==> src/rtl/regfile_mp.sv <==
// regfile_mp: parametrised multi-port register file with a hardware clear
// sequence after reset. Each read port owns a replicated bank so every bank
// stays single-read/single-write; all accepted writes go to every bank.
//
// Ports:
//   clk      rising-edge clock
//   reset    synchronous active-low reset
//   rd_en    per-port read enable (bit k -> port k)
//   rd_addr  packed read addresses, port k at [k*ADDR_W +: ADDR_W]
//   rd_data  packed registered read data, port k at [k*DATA_W +: DATA_W]
//   wr_en    write enable
//   wr_addr  write address
//   wr_data  write data
//   busy     high while the clear sequence runs (reads/writes ignored)
//
// Build option: define REGFILE_BYPASS_EN for write-first same-edge
// collisions; leave it undefined for read-first (no bypass mux).
module regfile_mp #(
  parameter int unsigned DATA_W   = 32,
  parameter int unsigned ADDR_W   = 5,
  parameter int unsigned NUM_RD   = 2,
  parameter int unsigned ZERO_REG = 1
) (
  input  logic                       clk,
  input  logic                       reset,
  input  logic [NUM_RD-1:0]          rd_en,
  input  logic [NUM_RD*ADDR_W-1:0]   rd_addr,
  output logic [NUM_RD*DATA_W-1:0]   rd_data,
  input  logic                       wr_en,
  input  logic [ADDR_W-1:0]          wr_addr,
  input  logic [DATA_W-1:0]          wr_data,
  output logic                       busy
);

  localparam int unsigned DEPTH = 1 << ADDR_W;

  localparam logic [0:0] CLEAR = 1'b0;
  localparam logic [0:0] RUN   = 1'b1;

  logic [0:0]        state_q, state_d;
  logic [ADDR_W-1:0] clr_ptr_q, clr_ptr_d;
  logic              busy_q, busy_d;

  // Shared write port into all banks (clear writes or user writes)
  logic              mem_we_c;
  logic [ADDR_W-1:0] mem_waddr_c;
  logic [DATA_W-1:0] mem_wdata_c;

  // State register
  always_ff @(posedge clk) begin
    if (!reset) begin
      state_q   <= CLEAR;
      clr_ptr_q <= '0;
      busy_q    <= 1'b1;
    end else begin
      state_q   <= state_d;
      clr_ptr_q <= clr_ptr_d;
      busy_q    <= busy_d;
    end
  end

  // Next-state and bank write-port steering
  always_comb begin
    state_d     = state_q;
    clr_ptr_d   = clr_ptr_q;
    busy_d      = busy_q;
    mem_we_c    = 1'b0;
    mem_waddr_c = wr_addr;
    mem_wdata_c = wr_data;
    case (state_q)
      CLEAR: begin
        mem_we_c    = reset;
        mem_waddr_c = clr_ptr_q;
        mem_wdata_c = '0;
        clr_ptr_d   = clr_ptr_q + ADDR_W'(1);
        if (clr_ptr_q == ADDR_W'(DEPTH - 1)) begin
          state_d = RUN;
          busy_d  = 1'b0;
        end
      end
      RUN: begin
        busy_d   = 1'b0;
        // Writes to r0 are dropped when it is hardwired to zero
        mem_we_c = reset && wr_en && !((ZERO_REG != 0) && (wr_addr == '0));
      end
      default: begin
        state_d = CLEAR;
      end
    endcase
  end

  assign busy = busy_q;

  // One bank plus one registered read port per read port
  for (genvar k = 0; k < int'(NUM_RD); k++) begin : g_port
    logic [DATA_W-1:0] mem [DEPTH];
    logic [ADDR_W-1:0] addr_c;
    logic [DATA_W-1:0] rd_val_c;
    logic [DATA_W-1:0] rd_q;

    assign addr_c = rd_addr[k*ADDR_W +: ADDR_W];

    // Bank write (no reset on storage; cleared by the CLEAR sequence)
    always_ff @(posedge clk) begin
      if (mem_we_c) begin
        mem[mem_waddr_c] <= mem_wdata_c;
      end
    end

    // Read value selection; r0 forcing has priority over any bypass
    always_comb begin
      rd_val_c = mem[addr_c];
`ifdef REGFILE_BYPASS_EN
      if (wr_en && (wr_addr == addr_c)) begin
        rd_val_c = wr_data;
      end
`endif
      if ((ZERO_REG != 0) && (addr_c == '0)) begin
        rd_val_c = '0;
      end
    end

    // Registered read data; holds when not enabled, zero through clear
    always_ff @(posedge clk) begin
      if (!reset) begin
        rd_q <= '0;
      end else if ((state_q == RUN) && rd_en[k]) begin
        rd_q <= rd_val_c;
      end
    end

    assign rd_data[k*DATA_W +: DATA_W] = rd_q;
  end

endmodule

==> config.mk <==
export PLATFORM = sky130hd
export DESIGN_NAME = regfile_mp
export DESIGN_NICKNAME = d
export VERILOG_FILES = /design/src/rtl/regfile_mp.sv
export SDC_FILE = /design/constraint.sdc
export NUM_CORES = 1
export LEC_CHECK = 0
export BUFFER_PORTS_ARGS = -buffer_cell sky130_fd_sc_hd__buf_2
export CORE_UTILIZATION = 35
export DETAILED_ROUTE_END_ITERATION = 6
export GPL_ROUTABILITY_DRIVEN = 0
export GPL_TIMING_DRIVEN = 0
export PLACE_DENSITY = 0.5
export SYNTH_ARGS = -nofsm -noshare
export SYNTH_HDL_FRONTEND = slang
export SYNTH_SLANG_ARGS = --single-unit
==> constraint.sdc <==
create_clock -name clk -period 3.59 [get_ports clk]
set_input_delay 0.718 -clock clk [delete_from_list [all_inputs] [get_ports clk]]
set_output_delay 0.718 -clock clk [all_outputs]
set_load 0.02 [all_outputs]
Word-level counts from Yosys, hierarchy flattened
Memory sizes are Yosys's and may differ from the RTL's.
Index checks and enable logic that the tools add are counted.
{ "totals": {"ff_bits": 71, "mem_bits_rw": 2048, "inputBits": 52, "out_inout_bits": 65, "wordCells": 30, "n_memories": 2} }
{ "mem_list": {"columns": ["name", "depth", "word_bits", "read_ports", "rd_clocked_by_memory_dff", "wr", "line_no", "source"], "rows": [
  ["g_port[0].mem", 32, 32, 1, 0, 1, "96", "logic [DATA_W-1:0] mem [DEPTH];"],
  ["g_port[1].mem", 32, 32, 1, 0, 1, "96", null]
]} }
{ "op_classes": {"add_sub_neg": 1, "n_eq_ne": 2, "muxes": 11, "bitwise": 1, "reduce_logical": 8} }
{ "op_table": {"columns": ["operator", "count"], "rows": [
  ["32-bit two-way mux", 3],
  ["5-bit zero test", 3],
  ["5-bit by 1-bit adder with 5-bit output (second input constant)", 1],
  ["5-bit == test (second input constant)", 1],
  ["1-bit two-way mux", 5],
  ["5-bit two-way mux", 1],
  ["1-bit logical AND", 4],
  ["1-bit case mux with 2 select lines", 2],
  ["2-bit != test (second input constant)", 1],
  ["1-bit zero test", 1],
  ["1-bit inverter", 1]
]} }

Depth between registers and ports, before layout
{ "logic_depth": {"word_depth": 6, "depth_mapped": 9, "ltp_nobuf": 5} }

Worst setup path after synthesis
No wires, ideal clock.
{ "synth_path": {"kind": "input -> register", "from": "input reset", "to": "memory g_port[1].mem[0][0], enable pin", "setup_ns": 0.421, "arrival_time_ns": 2.818, "required_ns": 3.169, "slack_ns": 0.351, "stages": 4, "path_buffers": 2, "cell_sequence": "clkbuf_1 > clkbuf_1 > o21ai_1 > nor2_1"} }
{ "synth_via": {"elab_chain_cells": 5} }
{ "synth_rtl": {"columns": ["element", "line_no", "source"], "rows": [
  ["start, declared", "25", "input logic reset,"],
  ["1-bit logical AND (2 in series)", "84", "mem_we_c = reset && wr_en && !((ZERO_REG != 0) && (wr_addr == '0));"],
  ["1-bit case mux with 2 select lines (*)", "70", "case (state_q)"],
  ["1-bit two-way mux (*)", "105", "if (mem_we_c) begin"],
  ["1-bit two-way mux (not written as such) (*)", "106", "mem[mem_waddr_c] <= mem_wdata_c;"],
  ["end, declared", "96", null]
]} }
Mark *: on every way between the ends. The rest lies on a longest branch, timed or not.

Final worst setup path
{ "layout_path": {"from": "input reset", "to": "memory g_port[1].mem[24][13], enable pin"} }
Same word-level chain as after synthesis.

==> qor.txt <==
Seq/Total Area, Yosys: 62.6%
status: finished, violations left
Max-slew headroom: 0.0282%
placed cell count: 5340
met2 usage: 42.0%
CTS tree: done
port bufs: 110
M3 GR Usage: 5.49%
Post-Route WL: 207000 microns
RSZ-0062 raised after global routing: no
Slowest cell on crit path: clkdlybuf4s15_1
Yosys reg bits: 1095
Crit path largest cell delay: 0.87 ns
HPWL after DPL: 146000 microns
Bufs on Longest Clock Path: 3
Setup CP Type: primary input to flop
Cell Count, Final, Fillers Out: 5588
fmax: 273 MHz
EDFF count, synth: 1024
CTS H-tree depth: 3
grt peak-use layer: met2
Post-synth top cells: edfxtp_1 (1024), mux2i_1 (555), mux4_2 (226)
first-pass GRT wire length: 278000 microns
crit path max fanout: 20
fin util: 40.8%
synthesized area: 51400 sq um
Leakage: 21.4 nW
placed inst area: 55400 sq um
Die Span Y: 385 microns
# rows: 140
Gate Count Post-Synth: 3274
count leader, synth: edfxtp_1
CP delay by family, top: buffers and inverters
Net count, final: 3616
clk sinks: 1095
fin area: 59500 sq um
Tcrit/Tclk final: 102%
all-layer global routing usage: 27.6%
Chip Width: 385 microns
YS warnings: 0
root buffer cell: clkbuf_16
total CTS buffers: 119
failing checks: max-capacitance violations, negative setup slack
vias in the first global route: 33300
final clock skew: 0.0331 ns
clk_lat worst skew: 0.76 ns
CP Capture Type: flop
via count: 34400
total gr overflow: 0
pwr/cell area: 475 nW/um^2
CP arrival: 4.09 ns
Post-DRT Antenna Nets: 0
maximum number of pins on one net before global-route repair: 33
Yosys top cell area share: 59.8%
Initial Utilization: 35.3%
max-cap viol count: 1
Final Setup Violations: 55
share of cells above drive strength 1: 23.0%
I/O Pins: 117
worst slew pin tran: 1.50 ns
Core Region: 146000 sq um
Netlist cell types: 56
syn nets: 3328
DRC: 0
cell taking the most area after synthesis: edfxtp_1
initial antenna violation count: 14
main area contributors after synthesis: edfxtp_1 (60%), mux2i_1 (11%), mux4_2 (9.9%), dfxtp_1 (2.8%), mux2_2 (1.9%)
Startpoint Class: primary input
Primary FF master, synth: edfxtp_1
Buf/Inv on CP: 4
Worst VDD drop: 0.417 mV
syn avg cell area: 15.7 sq um
GR Util met1: 38.9%
die footprint: 148000 sq um
minimum clock period: 3.66 ns
Hold WC Path Type: primary input to flop
asr flop ratio synth: 0%
final worst slack: -0.0724 ns
WP data required: 4.02 ns
Initial DRC Count: 4661
Worst-path clk slew: 0.06 ns
Area Overhead vs Synth: 15.8%
Avg WL per Cell: 37.1 microns
first drt pass iteration count: 6
worst path cell trace: buf_2 > clkbuf_1 > clkdlybuf4s15_1 > o21ai_2 > nor2_4 > buf_12
post-DR vias/cell: 6.16
fin. max-slew vios: 0
Fin. Hold Viols: 0
state kept, by name, indices dropped and copies added (netlist names):
name / count
busy: 1
clr_ptr_q: 5
g_port.mem: 1024
g_port.rd_q: 64
state_q: 1
worst paths after layout:
path	startpoint	endpoint	slack, ns	cells after the start
max	reset	g_port[1].mem[24][13]	-0.07	6
min	reset	g_port[1].rd_q[22]	0.42	3
max reg2reg	state_q	g_port[1].mem[28][2]	-0.01	4
min reg2reg	busy	busy	0.45	2
tightest hold or removal path, cell delays in order:
cell,delay [ns]
buf_2,0.15
or4b_1,0.17
o21ai_0,0.06
report_power, final:
group	internal [mW]	leakage (nW)	switching [mW]
clock	7.02	1.89	5.26
sequential	13.8	10.9	0.0329
combinational	0.653	8.60	1.46
total	21.5	21.4	6.74
kinds of logic after synthesis:
family / count (synthesis) / share of synthesized area [%]
AO/OA/AOI/OAI: 560 / 7.23
XOR/XNOR: 2 / 0.0341
adder cells (fa/ha/maj): 2 / 0.0487
buffers and inverters: 263 / 2.96
flip-flops: 1095 / 62.6
multiplexers: 866 / 22.6
AND/OR/NAND/NOR: 486 / 4.53
layout make-up:
class | count | area [sq um]
diodes | 5 | 12.5
plain buffers | 254 | 1490
clock buffers | 169 | 3340
clock inverters | 56 | 502
fillers | 13300 | 86200
inverters | 9 | 33.8
multi-input cells | 1916 | 17900
flip-flops and latches | 1095 | 32200
well taps | 1917 | 2400
repair buffers | 167 | 1620
metrics by stage:
stage | total power, mW | hold WS, ns | worst slack, ns | TNS (ns)
2_1_floorplan | 15.2 | 0.519 | 0.351 | 0
3_3_place_gp | 16.2 | 0.446 | -3.41 | -2574.43
3_5_place_dp | 16.2 | 0.437 | -0.823 | -172.15
4_1_cts | 28.3 | 0.380 | 0.0446 | 0
5_1_grt | 28.8 | 0.403 | 0.00842 | 0
6_report | 28.2 | 0.423 | -0.0724 | -1.58
what timing repair did:
| item | CTS | global route |
|---|---|---|
| hold buffers | 0 | 0 |
| gates resized for setup | 0 | 5 |
| pin swaps | 1 | 3 |
| endpoints found under the setup margin | 16 | 91 |
| buffers inserted | 4 | 12 |
metal layers:
| metal | share of wire [%] | up-vias |
|---|---|---|
| met3 | 9.5 | 372 |
| met1 | 42 | 18200 |
| met2 | 44 | 1979 |
| li1 | - | 13900 |
| met4 | 4.2 | 6 |
| met5 | 0.018 | - |
cells in the final DEF, fill, tap and decap left out, types with 37 or more instances in the layout:
master | netlist | layout
dfxtp_1 | 71 | 71
nand3_1 | 37 | 37
and2_1 | 56 | 51
edfxtp_1 | 1024 | 1024
nand2_1 | 145 | 145
o21ai_0 | 118 | 118
clkbuf_1 | 92 | 127
mux2i_1 | 555 | 555
buf_4 | 42 | 53
a22oi_1 | 64 | 64
buf_2 | 74 | 184
o22ai_1 | 108 | 108
clkbuf_16 | 0 | 122
mux2_2 | 85 | 85
mux4_2 | 226 | 226
nor2_1 | 128 | 96
(Power assumes the default switching activity.)
